$ cat config.mk
export PLATFORM = sky130hd
export DESIGN_NAME = inst_fetch_unit_flat
export DESIGN_NICKNAME = d
export VERILOG_FILES = /design/src/rtl/inst_fetch_unit_if.sv /design/src/rtl/inst_fetch_unit.sv /design/src/flat_wrapper.sv
export SDC_FILE = /design/constraint.sdc
export NUM_CORES = 1
export LEC_CHECK = 0
export CELL_PAD_IN_SITES_DETAIL_PLACEMENT = 0
export CELL_PAD_IN_SITES_GLOBAL_PLACEMENT = 1
export CORE_ASPECT_RATIO = 0.9
export CORE_UTILIZATION = 43
export CTS_BUF_LIST = sky130_fd_sc_hd__clkbuf_4 sky130_fd_sc_hd__clkbuf_8 sky130_fd_sc_hd__clkbuf_16
export DETAILED_ROUTE_END_ITERATION = 6
export HOLD_SLACK_MARGIN = 0.02
export PLACE_DENSITY_LB_ADDON = 0.08
export SKIP_CTS_REPAIR_TIMING = 1
export SYNTH_ARGS = -nofsm -noshare
export SYNTH_HDL_FRONTEND = slang
export SYNTH_SLANG_ARGS = --single-unit
$ cat constraint.sdc
create_clock -name clk -period 6 [get_ports clk]
set_input_delay 0.6 -clock clk [delete_from_list [all_inputs] [get_ports clk]]
set_output_delay 0.6 -clock clk [all_outputs]
set_load 0.1 [all_outputs]
$ cat src/rtl/inst_fetch_unit_if.sv
// inst_fetch_unit_if: fetch-to-decode valid/ready handshake.
// Ports (signals):
//   out_valid  fetch buffer head is valid        (fetch -> decode)
//   out_ready  decode accepts the head           (decode -> fetch)
//   out_inst   32-bit head instruction           (fetch -> decode)
//   out_pc     64-bit byte address of the head   (fetch -> decode)
interface inst_fetch_unit_if;
    logic        out_valid;
    logic        out_ready;
    logic [31:0] out_inst;
    logic [63:0] out_pc;
    modport master (output out_valid, out_inst, out_pc, input out_ready);
    modport slave  (input out_valid, out_inst, out_pc, output out_ready);
endinterface

$ cat src/rtl/inst_fetch_unit.sv
// inst_fetch_unit: PC sequencer feeding a 2-entry fetch buffer from a combinational-read memory.
// Ports:
//   clk, reset_n                 clock, asynchronous active-low reset
//   start                        pulse; begin fetching from RESET_PC (IDLE or HALT)
//   Inst_Address / Instruction   memory address (the PC register) and same-cycle read data
//   redirect_valid, redirect_pc  taken branch/jump from execute; flushes the buffer
//   dec                          valid/ready handshake towards decode
//   busy, done, error            RUN state, HALT with empty buffer, sticky misaligned redirect
//   fetch_count                  buffer pushes since start, wraps mod 2^32
module inst_fetch_unit #(
    parameter logic [63:0] RESET_PC  = 64'd0,
    parameter int          MEM_BYTES = 1024
) (
    input  logic                     clk,
    input  logic                     reset_n,
    input  logic                     start,
    output logic [63:0]              Inst_Address,
    input  logic [31:0]              Instruction,
    input  logic                     redirect_valid,
    input  logic [63:0]              redirect_pc,
    inst_fetch_unit_if.master        dec,
    output logic                     busy,
    output logic                     done,
    output logic                     error,
    output logic [31:0]              fetch_count
);
    typedef enum logic [1:0] {IDLE, RUN, HALT, ERR} state_t;

    localparam logic [63:0] LAST_PC = 64'(MEM_BYTES) - 64'd4;

    state_t      state, state_d;
    logic [63:0] pc, pc_d;
    logic [1:0]  count, count_d;
    logic        head, head_d;
    logic        error_d;
    logic [31:0] fetch_d;
    logic [63:0] buf_pc [2];
    logic [31:0] buf_inst [2];
    logic        push, pop, tail;

    // Two-slot ring: the free slot after the live entries is head+count (mod 2).
    // When full with a pop, that is the head slot, which is vacated on the same edge.
    assign tail = head ^ count[0];

    always_comb begin
        state_d = state;
        pc_d    = pc;
        count_d = count;
        head_d  = head;
        error_d = error;
        fetch_d = fetch_count;
        push    = 1'b0;
        pop     = 1'b0;
        case (state)
            IDLE: begin
                if (start) begin
                    state_d = RUN;
                    pc_d    = RESET_PC;
                    count_d = 2'd0;
                    head_d  = 1'b0;
                    fetch_d = 32'd0;
                end
            end
            RUN, HALT: begin
                if (redirect_valid) begin
                    // Redirect overrides push, pop and start; a misaligned target is fatal.
                    count_d = 2'd0;
                    if (redirect_pc[1:0] == 2'd0) begin
                        pc_d    = redirect_pc;
                        state_d = RUN;
                    end else begin
                        error_d = 1'b1;
                        state_d = ERR;
                    end
                end else if (state == HALT && start) begin
                    state_d = RUN;
                    pc_d    = RESET_PC;
                    count_d = 2'd0;
                    head_d  = 1'b0;
                    fetch_d = 32'd0;
                end else begin
                    pop = count != 2'd0 && dec.out_ready;
                    if (state == RUN && pc > LAST_PC)
                        state_d = HALT;
                    else if (state == RUN)
                        push = count != 2'd2 || pop;
                    head_d  = head ^ pop;
                    pc_d    = push ? pc + 64'd4 : pc;
                    fetch_d = fetch_count + 32'(push);
                    count_d = count + 2'(push) - 2'(pop);
                end
            end
            default: ;
        endcase
    end

    always_ff @(posedge clk or negedge reset_n) begin
        if (!reset_n) begin
            state       <= IDLE;
            pc          <= RESET_PC;
            count       <= 2'd0;
            head        <= 1'b0;
            error       <= 1'b0;
            fetch_count <= 32'd0;
            buf_pc[0]   <= 64'd0;
            buf_pc[1]   <= 64'd0;
            buf_inst[0] <= 32'd0;
            buf_inst[1] <= 32'd0;
        end else begin
            state       <= state_d;
            pc          <= pc_d;
            count       <= count_d;
            head        <= head_d;
            error       <= error_d;
            fetch_count <= fetch_d;
            if (push) begin
                buf_pc[tail]   <= pc;
                buf_inst[tail] <= Instruction;
            end
        end
    end

    assign Inst_Address  = pc;
    assign dec.out_valid = count != 2'd0;
    assign dec.out_inst  = buf_inst[head];
    assign dec.out_pc    = buf_pc[head];
    assign busy          = state == RUN;
    assign done          = state == HALT && count == 2'd0;
endmodule

$ cat src/flat_wrapper.sv
// flat-port wrapper written by rule: the top's interface ports become plain ports
module inst_fetch_unit_flat 
#(
    parameter logic [63:0] RESET_PC  = 64'd0,
    parameter int          MEM_BYTES = 1024
)
  (clk, reset_n, start, Inst_Address, Instruction, redirect_valid, redirect_pc, busy, done, error, fetch_count, dec_out_valid, dec_out_inst, dec_out_pc, dec_out_ready);
  inst_fetch_unit_if dec_i ();
  input  logic clk;
  input  logic reset_n;
  input  logic start;
  output logic [63:0] Inst_Address;
  input  logic [31:0] Instruction;
  input  logic redirect_valid;
  input  logic [63:0] redirect_pc;
  output logic busy;
  output logic done;
  output logic error;
  output logic [31:0] fetch_count;
  output wire logic [$bits(dec_i.out_valid)-1:0] dec_out_valid;
  output wire logic [$bits(dec_i.out_inst)-1:0] dec_out_inst;
  output wire logic [$bits(dec_i.out_pc)-1:0] dec_out_pc;
  input wire logic [$bits(dec_i.out_ready)-1:0] dec_out_ready;
  assign dec_out_valid = dec_i.out_valid;
  assign dec_out_inst = dec_i.out_inst;
  assign dec_out_pc = dec_i.out_pc;
  assign dec_i.out_ready = dec_out_ready;
  inst_fetch_unit #(.RESET_PC(RESET_PC), .MEM_BYTES(MEM_BYTES)) u_core (.clk(clk), .reset_n(reset_n), .start(start), .Inst_Address(Inst_Address), .Instruction(Instruction), .redirect_valid(redirect_valid), .redirect_pc(redirect_pc), .dec(dec_i), .busy(busy), .done(done), .error(error), .fetch_count(fetch_count));
endmodule
==> run summary <==
GPL Wtd Cong = 0.825
Mapped Area = 13,600 um^2
Die ar. = 32,200 um^2
EDFF count, synth = 0
post-layout minimum cycle time = 4.23 ns
clock slew at reported path FFs = 0.06 ns
Final period util = 0.705
Leakage = 8.02 nW
critical path's slowest cell = clkdlybuf4s50_1
outcome = finished, final reports clean
pin count of the biggest net entering global routing = 120
CTS Sinks = 294
r2r worst-path depth = 7
Mean Syn Cell Area = 11.6 um^2
Mapped Cells = 1,168
#FFs+latches synth = 294
Final HPWL DP = 23,500 um
DR DRC count = 0
Port Buffer Count = 296
launch point of the worst reg-to-reg path = u_core.state[0]$_DFFE_PN0P_
Total Routing Usage GR = 0.218
FF-to-FF setup slack = 2.15 ns
Worst Setup Start Kind = register
# Max-Cap Violations = 0
asr flop ratio synth = 1.00
Final Hold Viols = 0
core area = 31,000 um^2
CTS Buf Count = 31
Syn-to-layout area delta = 32.0%
crit path from = u_core.head$_DFFE_PN0P_
Crit Path Class = reg -> out
WL/cell = 19.0 um
TNS Setup = 0 ns
Finished Layout Cells = 1,875
Worst-Skew Late Latency = 0.56 ns
RSZ-0062 raised after global routing = false
top fanout value on the critical path = 70
Peak VDD IR = 0.542 mV
Netlist cell types = 56
CP arrival = 3.63 ns
maximum clock path buffer count = 3
first-pass GRT wire length = 56,300 um
Inst Count DP = 1,821
critical path depth = 3
vias per cell = 5.38
initial core utilization = 0.437
Rows = 61
Setup violations, final = 0
max frequency = 237 MHz
die width = 189 um
CP top delay family = buffers and inverters
root cell of the clock tree = clkbuf_16
terminus of the critical flop-to-flop path = u_core.Inst_Address[33]$_DFFE_PN0P_
register area share after synthesis = 0.543
critical path's largest stage delay = 1.16 ns
Setup Skew = 0.0181 ns
TritonCTS clock tree = done
Synthesized Nets = 1,278
Final Max Tran Viols = 0
Main synth FF type = dfrtp_1
die height = 170 um
FILL cells = 2,631
layout cells sized above 1 = 0.177
critical path, cell by cell = buf_4 > mux2_2 > clkdlybuf4s50_1
Iter 0 DRT Violations = 497
detailed-route via count = 10,100
P per Cell Area = 443 nW/um^2
Slew @ Worst Pin = 1.07 ns
Worst Hold Class = in -> async
1st-pass router iterations = 5
nets = 1,555
worst hold slack = 0.0905 ns
Worst Path Required = 5.40 ns
remaining antenna violation count = 0
critical path endpoint = dec_out_pc[47]
initial antenna violation count = 3
gr ovfl total = 0
Slew Limit Headroom = 0.283
Crit. End Element = output pin
vias in the first global route = 9,905
num ports = 297
Synth Warn # = 0
Crit path buffers/inverters = 2
H-tree levels = 1
DRT Wirelength = 35,600 um
## cell type report
cell class	instances	area (um^2)	share of cell area
clock buffer	43	891	0.0498
antenna	1	2.50	0.000140
timing repair buffer	307	3090	0.173
sequential	294	7360	0.411
tap	409	512	0.0286
clock inverter	10	188	0.0105
inverter	16	60.1	0.00336
multi-input combinational	795	5790	0.324
## worst min-delay path by stage
stage                              from                                 end  depth (start not counted)
2_1_floorplan                   reset_n  u_core.Inst_Address[0]$_DFFE_PN0P_                          0
3_3_place_gp   u_core.error$_DFFE_PN0P_            u_core.error$_DFFE_PN0P_                          1
3_5_place_dp   u_core.error$_DFFE_PN0P_            u_core.error$_DFFE_PN0P_                          1
4_1_cts                         reset_n  u_core.fetch_count[17]$_DFFE_PN0P_                          1
5_1_grt                         reset_n  u_core.fetch_count[17]$_DFFE_PN0P_                          1
6_report                        reset_n  u_core.fetch_count[17]$_DFFE_PN0P_                          1
## flip-flops by register name (all words and copies together) (netlist names)
name / cells
u_core.error: 1
u_core.state: 2
u_core.head: 1
u_core.fetch_count: 32
u_core.buf_inst: 64
u_core.Inst_Address: 64
u_core.count: 2
u_core.buf_pc: 128
## worst register-to-register path: stages (launching register included)
cell and delay, ns:
dfrtp_1 0.40, inv_1 0.08, ha_1 0.50, a21boi_1 0.56
nand2b_1 0.57, nand2_2 0.66, nand2_1 0.53, a32o_1 0.42
## cells in the mapped netlist, drive strengths merged (3+ instances only)
cell / number / area, um^2
xor2: 13 / 114
a2bb2oi: 6 / 52.6
nor4: 21 / 174
o211ai: 4 / 30.0
nand4: 21 / 131
and3: 13 / 81.3
nand3: 34 / 170
and4: 15 / 131
inv: 16 / 60.1
ha: 9 / 113
a21oi: 20 / 100
o31ai: 15 / 113
nand3b: 5 / 37.5
a22o: 31 / 272
nor3b: 3 / 27.5
a21boi: 3 / 26.3
a31oi: 3 / 18.8
nor2b: 112 / 701
nand2b: 5 / 31.3
xnor2: 12 / 105
a22oi: 11 / 82.6
nand4b: 3 / 26.3
a32oi: 4 / 35.0
and2: 7 / 43.8
nor3: 17 / 106
mux2: 181 / 2040
or3: 10 / 62.6
nor2: 50 / 188
o21ai: 53 / 265
or2: 3 / 18.8
buf: 30 / 226
dfrtp: 294 / 7360
clkbuf: 33 / 124
nand2: 96 / 360
## per-stage QoR
stage	instance area [um^2]	power (mW)	utilization	setup slack (ns)
2_1_floorplan	13600	4.94	-	2.62
3_3_place_gp	16800	5.91	0.543	1.83
3_5_place_dp	16800	5.92	0.543	1.66
4_1_cts	17900	7.98	0.577	1.70
5_1_grt	17900	8.25	0.577	1.61
6_report	17900	7.93	0.578	1.77
## logic make-up (layout without fill, tap and decap cells)
family / after synthesis / after routing / synth area share
and+or+nand+nor: 421 / 421 / 0.173
DFF: 294 / 294 / 0.543
muxes: 181 / 181 / 0.150
AOI/OAI and AO/OA: 159 / 159 / 0.0786
buffers and inverters: 79 / 376 / 0.0303
xor gates and xnor gates: 25 / 25 / 0.0162
adders and majority gates: 9 / 9 / 0.00831
other: 0 / 1 / 0
## cells in the final DEF (no fill, tap or decap), types with 17 or more instances in the layout
cell               n
nand3_1           34
clkdlybuf4s50_1  295
a22o_1            31
dfrtp_1          293
nand4_1           21
a21oi_1           20
mux2_2           179
nand2_1           95
o21ai_0           53
nor2_1            50
nor2b_1          112
clkbuf_16         31
nor4_1            17
## layer usage
layer  track usage  routed length (um)  vias up
met5             0                  26        -
met4        0.0617                 945        4
met3        0.0561                2630       59
met2         0.313               15200      306
met1         0.324               16700     4997
li1              -                   -     4717
## report_power, final
part	leakage (nW)	switching, mW	total, mW	internal (mW)
clock	0.532	0.787	2.03	1.25
sequential	4.03	0.403	2.60	2.20
combinational	3.46	2.48	3.29	0.814
total	8.02	3.67	7.93	4.26
No activity file was read; power rests on OpenSTA's default activity.
